$ cat src/rtl/piso_serializer.sv
// piso_serializer: parallel-in/serial-out serializer with a valid/ready word
// interface, a one-word holding buffer and a bit-rate enable (en).
// Words are emitted MSB- or LSB-first, back to back with no idle bit between
// them, and carry first/last framing flags.
// Optional build macro PISO_PARITY_EN appends an even-parity bit to each frame.
// Without it, frames are WIDTH bits long.
module piso_serializer #(
    parameter int WIDTH      = 8,
    parameter bit LSB_FIRST  = 1'b0,
    parameter bit IDLE_LEVEL = 1'b0
) (
    input  logic             clk,
    input  logic             reset_n,
    input  logic             s_valid,
    output logic             s_ready,
    input  logic [WIDTH-1:0] s_data,
    input  logic             en,
    input  logic             abort,
    output logic             sdo,
    output logic             sdo_valid,
    output logic             sdo_first,
    output logic             sdo_last,
    output logic             busy
);

    localparam int            CW       = $clog2(WIDTH + 1);
    localparam logic [CW-1:0] LAST_IDX = CW'(WIDTH - 1);

`ifdef PISO_PARITY_EN
    typedef enum logic [1:0] {ST_IDLE, ST_SHIFT, ST_PARITY} state_t;
`else
    typedef enum logic [0:0] {ST_IDLE, ST_SHIFT} state_t;
`endif

    state_t           state_q, state_d;
    logic [WIDTH-1:0] shift_q, shift_d;
    logic [WIDTH-1:0] hold_q, hold_d;
    logic             hold_full_q, hold_full_d;
    logic [CW-1:0]    cnt_q, cnt_d;
`ifdef PISO_PARITY_EN
    logic             parity_q, parity_d;
`endif
    logic             sdo_q, sdo_d;
    logic             sdo_valid_q, sdo_valid_d;
    logic             sdo_first_q, sdo_first_d;
    logic             sdo_last_q, sdo_last_d;
    logic             busy_q, busy_d;
    logic             load;

    // Next-state logic: handshake into the hold register, frame sequencing,
    // then output decode from the next state so every output is a flop.
    always_comb begin
        // NOTE: every variable written here gets a default first, so no path
        // leaves it unassigned and no latch is inferred.
        state_d     = state_q;
        shift_d     = shift_q;
        hold_d      = hold_q;
        hold_full_d = hold_full_q;
        cnt_d       = cnt_q;
`ifdef PISO_PARITY_EN
        parity_d    = parity_q;
`endif
        load        = 1'b0;

        if (abort) begin
            // Flush wins over load and over any handshake on this edge.
            state_d     = ST_IDLE;
            hold_full_d = 1'b0;
            cnt_d       = '0;
        end else begin
            // s_ready is ~hold_full_q, so a drain on this edge is not visible
            // to the producer until the next one.
            if (s_valid && !hold_full_q) begin
                hold_d      = s_data;
                hold_full_d = 1'b1;
            end

            case (state_q)
                ST_IDLE: begin
                    // Start regardless of en so latency is one edge.
                    if (hold_full_q) load = 1'b1;
                end
                ST_SHIFT: begin
                    if (en) begin
                        if (cnt_q == LAST_IDX) begin
`ifdef PISO_PARITY_EN
                            state_d = ST_PARITY;
                            cnt_d   = CW'(WIDTH);
`else
                            if (hold_full_q) load = 1'b1;
                            else             state_d = ST_IDLE;
`endif
                        end else begin
                            shift_d = LSB_FIRST ? (shift_q >> 1) : (shift_q << 1);
                            cnt_d   = cnt_q + CW'(1);
                        end
                    end
                end
`ifdef PISO_PARITY_EN
                ST_PARITY: begin
                    if (en) begin
                        if (hold_full_q) load = 1'b1;
                        else             state_d = ST_IDLE;
                    end
                end
`endif
                default: state_d = ST_IDLE;
            endcase

            if (load) begin
                state_d     = ST_SHIFT;
                shift_d     = hold_q;
                hold_full_d = 1'b0;
                cnt_d       = '0;
`ifdef PISO_PARITY_EN
                parity_d    = ^hold_q;
`endif
            end
        end

        sdo_valid_d = (state_d != ST_IDLE);
        sdo_d       = IDLE_LEVEL;
        sdo_first_d = 1'b0;
        sdo_last_d  = 1'b0;
        if (state_d == ST_SHIFT) begin
            sdo_d       = LSB_FIRST ? shift_d[0] : shift_d[WIDTH-1];
            sdo_first_d = (cnt_d == '0);
`ifndef PISO_PARITY_EN
            sdo_last_d  = (cnt_d == LAST_IDX);
`endif
        end
`ifdef PISO_PARITY_EN
        if (state_d == ST_PARITY) begin
            sdo_d      = parity_d;
            sdo_last_d = 1'b1;
        end
`endif
        busy_d = sdo_valid_d || hold_full_d;
    end

    // State and output registers with asynchronous active-low reset.
    always_ff @(posedge clk or negedge reset_n) begin
        if (!reset_n) begin
            state_q     <= ST_IDLE;
            shift_q     <= '0;
            hold_q      <= '0;
            hold_full_q <= 1'b0;
            cnt_q       <= '0;
`ifdef PISO_PARITY_EN
            parity_q    <= 1'b0;
`endif
            sdo_q       <= IDLE_LEVEL;
            sdo_valid_q <= 1'b0;
            sdo_first_q <= 1'b0;
            sdo_last_q  <= 1'b0;
            busy_q      <= 1'b0;
        end else begin
            // NOTE: non-blocking assignments so every flop samples the
            // pre-edge values, independent of statement order.
            state_q     <= state_d;
            shift_q     <= shift_d;
            hold_q      <= hold_d;
            hold_full_q <= hold_full_d;
            cnt_q       <= cnt_d;
`ifdef PISO_PARITY_EN
            parity_q    <= parity_d;
`endif
            sdo_q       <= sdo_d;
            sdo_valid_q <= sdo_valid_d;
            sdo_first_q <= sdo_first_d;
            sdo_last_q  <= sdo_last_d;
            busy_q      <= busy_d;
        end
    end

    assign s_ready   = ~hold_full_q;
    assign sdo       = sdo_q;
    assign sdo_valid = sdo_valid_q;
    assign sdo_first = sdo_first_q;
    assign sdo_last  = sdo_last_q;
    assign busy      = busy_q;

endmodule
$ cat config.mk
export PLATFORM = sky130hd
export DESIGN_NAME = piso_serializer
export DESIGN_NICKNAME = d
export VERILOG_FILES = /design/src/rtl/piso_serializer.sv
export SDC_FILE = /design/constraint.sdc
export NUM_CORES = 1
export LEC_CHECK = 0
export BUFFER_PORTS_ARGS = -buffer_cell sky130_fd_sc_hd__buf_4
export CAP_MARGIN = 20
export CORE_UTILIZATION = 30
export CTS_CLUSTER_DIAMETER = 50
export DETAILED_ROUTE_END_ITERATION = 8
export PLACE_DENSITY = 0.49
export REMOVE_ABC_BUFFERS = 1
export SLEW_MARGIN = 15
export SYNTH_ARGS = -nofsm -noshare
export SYNTH_HDL_FRONTEND = slang
export SYNTH_SLANG_ARGS = --single-unit
$ cat constraint.sdc
create_clock -name clk -period 3.6 [get_ports clk]
set_clock_uncertainty 0.05 [all_clocks]
set_input_delay 0.18 -clock clk [delete_from_list [all_inputs] [get_ports clk]]
set_output_delay 0.18 -clock clk [all_outputs]
set_load 0.1 [all_outputs]
* After elaboration in Yosys (flattened, before gate mapping)
Index checks and enable logic that the tools add are counted.
Cells by class: bitwise operators 3, multiplexer cells 26, eq/ne operators 3, reduce and logical (&&, ||, !) cells 8, add/subtract/negate cells 1
Operators with widths (count):
- $mux W8 | 5
- $mux W4 | 5
- $mux W1 | 15
- $eq A4 B3 Y1 const B | 2
- $add A4 B1 Y4 const B | 1
- $logic_not A4 Y1 | 1
- $reduce_and A4 Y1 | 1
- $reduce_bool A2 Y1 | 2
- $not A1 Y1 | 3
- $ne A2 B1 Y1 const B | 1
- $pmux W1 S2 | 1
- $reduce_and A2 Y1 | 1
- $logic_and A1 B1 Y1 | 1
- $logic_not A1 Y1 | 1
- $logic_or A1 B1 Y1 | 1
Storage, ports and cells: bits in registers 26, output and inout bits 6, input port bits 13, logic and storage cells 51

* Longest topological paths before layout
word-level depth 9, gate-level depth with buffers 5

* Worst setup path after synthesis
Ideal clock, no wire load.
path kind flip-flop to flip-flop, start point register, netlist name sdo_valid, end point register sdo_first_q, in the netlist sdo_first, required time 3.430 ns, slack 1.501 ns, buffers on the path 0, arrival 1.928 ns, stages on the path, launching flop included 5, cells stage by stage dfrtp_1 nand2_2 nor2_2 mux2_4 a41o_1
RTL lines:
- end signal, assigned | RTL line 170 | sdo_first_q <= sdo_first_d;
- end, declared | RTL line 45 | logic sdo_first_q, sdo_first_d;

* Worst setup path in the final report
start point register cnt_q[0], end point register sdo_first_q, in the netlist sdo_first
On the way: cells in the longest elaborated chain, start to end 9, elaborated cells between the ends (all ways) 18
Ends and longest elaborated chain:
- start, declared | RTL line 39 | logic [CW-1:0] cnt_q, cnt_d;
- start signal, assigned | RTL line 164 | cnt_q <= cnt_d;
- parallel branches: the longest is 8 deep, another holds $add A4 B1 Y4
- $mux W1 (*) | RTL line 125 | if (state_d == ST_SHIFT) begin
- net sdo_first_d | RTL line 45
Mark *: on every way through the listed nets, which the timed path passes. The select of a mux whose other input is x is not followed. A chain may end at the register's enable or synchronous reset.

==> impl_metrics.json <==
{
  "status": "complete, no violations",
  "setup_tns_ns": 0,
  "powerDensity_nw_per_um2": 519,
  "required_ns": 3.72,
  "grt_pass1_wl_um": 4360,
  "synth_cell_types": 33,
  "ys_seq_area_share_pct": 54.0,
  "grtUsageTotal_pct": 13.5,
  "die_x_um": 65.4,
  "clk_latency_ns": 0.28,
  "synth.area.top_cells": "dfrtp_1, mux2_1, a221o_1",
  "rrSetupSlack_ns": 1.75,
  "nets": 135,
  "io_pins": 19,
  "hold_path.class": "input port to register",
  "crit_path_start": "cnt_q[0]",
  "design_area_um2": 1480,
  "rows": 22,
  "root_buffer": "clkbuf_8",
  "maxCapViolCount": 0,
  "yosys_most_used_dff": "dfrtp_1",
  "ys_ff_latch": 26,
  "drt_iter0_markers": 62,
  "syn2layout_area_growth_pct": 22.5,
  "final.fill_count": 379,
  "rsz0062_at_grt": "no",
  "cp-end-kind": "register",
  "worstPathArrival_ns": 1.96,
  "r2r_cells": 5,
  "vias": 823,
  "place_inst": 163,
  "power.static_leakage_nw": 0.671,
  "synth_top_area_share_pct": 54.0,
  "post-route-drc-count": 0,
  "crit_end": "sdo_first",
  "tightest_slew_ns": 0.535,
  "avgSynthCellArea_um2": 12.3,
  "die_area_um2": 4270,
  "r2r-end": "sdo_first",
  "wire_per_inst_um": 14.1,
  "drt_wl_total_um": 2370,
  "hold_violations": 0,
  "vias_per_cell": 4.90,
  "r2r-start": "cnt_q[0]",
  "synth_area_um2": 1200,
  "start_util_pct": 32.2,
  "worst_slack_ns": 1.75,
  "place_hpwl_um": 1710,
  "die-height_um": 65.4,
  "path_cells": "ha_1 > and3b_4 > nor2_2 > mux2_4 > a41o_1",
  "path_class": "register to register",
  "synth_top_cell_by_area": "dfrtp_1",
  "synth_cells": 98,
  "antenna_found_initial": 0,
  "placed_cell_area_um2": 1400,
  "ir_worst_vdd_uv": 278,
  "h-tree-depth": 1,
  "setup_violations": 0,
  "worst_path_largest_cell_delay_ns": 0.45,
  "cts.sinks": 26,
  "fin_util_pct": 39.4,
  "multiInputGateArea_um2": 531,
  "grt_max_degree": 27,
  "period_share_pct": 51.3,
  "grt-ovfl-total": 0,
  "regArea_um2": 651,
  "ant_nets": 0,
  "crit_fanout": 6,
  "cts_resized": 0,
  "critPathSlowestCell": "dfrtp_1",
  "p_total_uw": 766,
  "async_flop_share_pct": 100,
  "clk_pin_slew_worst_paths_ns": 0.09,
  "post-place-ws_ns": 1.78,
  "core_um2": 3740,
  "max_freq_mhz": 542,
  "fin_crit_ns": 1.85,
  "n_antenna_cell": 0,
  "io_buffers": 18,
  "drive_above_1_share_pct": 26.7,
  "clk_path_buf_depth": 2,
  "layoutNonFillerInstCount": 168,
  "finalWeightedCongestion": 0.838,
  "drt-pass1-iter-count": 4,
  "first_global_vias": 900,
  "whs_ns": 0.0586,
  "max_slew_margin_pct": 64.3,
  "yosysWarnings": 0,
  "synth_edf_count": 0,
  "cp-start-kind": "register",
  "cts_tree": "yes",
  "drv_slew": 0,
  "numCtsBuffers": 3
}
## critical path, delay by kind of cell (launching register included)
kind	cells	cell delay [ns]
AO/OA/AOI/OAI	1	0.23
AND/OR/NAND/NOR	2	0.41
multiplexers	1	0.32
adder cells (fa/ha/maj)	1	0.28
flip-flops	1	0.45
## repair_timing
item / in CTS / in global routing
hold endpoints to repair: 26 / 0
setup buffers: 0 / 0
hold buffers: 1 / 0
## synthesized netlist by cell type (all sizes together), types with 2 or more instances
master	n
dfrtp	26
a221o	6
nand2	2
nor3	2
o21ai	4
nand3	3
nor2	10
mux2	8
inv	5
mux2i	2
a21oi	7
and2	7
## power breakdown
group	internal [mW]	switching (mW)	leakage [nW]	total [mW]
registers	0.342	0.0296	0.331	0.372
clock network	0.149	0.0944	0.0357	0.243
logic	0.0648	0.0865	0.305	0.151
## how the worst min path moves through the flow
stage          startpoint        end  slack, ns  depth (start not counted)
6_report        s_data[3]  hold_q[3]       0.06                          2
5_1_grt         s_data[3]  hold_q[3]       0.06                          2
4_1_cts         s_data[3]  hold_q[3]       0.06                          2
3_5_place_dp      reset_n   sdo_last       0.06                          1
3_3_place_gp      reset_n   sdo_last       0.06                          1
2_1_floorplan     reset_n       busy      -0.17                          0
## state kept, by name (all words and copies together), names as in the netlist
name,flops
busy,1
sdo_last,1
shift_q,8
sdo_valid,1
sdo_first,1
hold_q,8
cnt_q,4
sdo,1
hold_full_q,1
## cells in the final DEF, fill, tap and decap left out, types with 2 or more instances in the layout
cell      netlist  routed
and2_1          7       7
mux2i_1         2       2
inv_1           5       5
nand3_1         3       3
o21ai_1         3       3
a21oi_1         7       7
mux2_1          7       7
dfrtp_1        26      26
nor2_1          9       9
a221o_1         6       6
buf_4           0      18
clkbuf_8        0       3
## area by class of cell
| class | instances | share of cell area, % |
|---|---|---|
| inverters | 5 | 1.27 |
| clock buffers | 3 | 2.80 |
| clock inverters | 1 | 2.03 |
| well taps | 48 | 4.07 |
| flip-flops and latches | 26 | 44.1 |
| multi-input cells | 66 | 35.9 |
| repair buffers | 19 | 9.83 |
## cell families (layout without fill, tap and decap cells)
family	Yosys count	in the layout	share of synthesized area (%)
flops	26	26	54.0
simple gates	30	30	16.6
compound gates	24	24	16.2
buf+inv	6	28	1.97
mux	10	10	9.45
xor+xnor	1	1	0.727
fa+ha+maj	1	1	1.04
## routing by layer
layer	GRT usage, %	vias to the layer above	wire (um)
met4	4.08	0	29
met3	3.65	4	112
met1	18.1	397	1100
met2	21.1	19	1130
met5	0	-	0
li1	-	403	-
No activity file was read; power rests on OpenSTA's default activity.
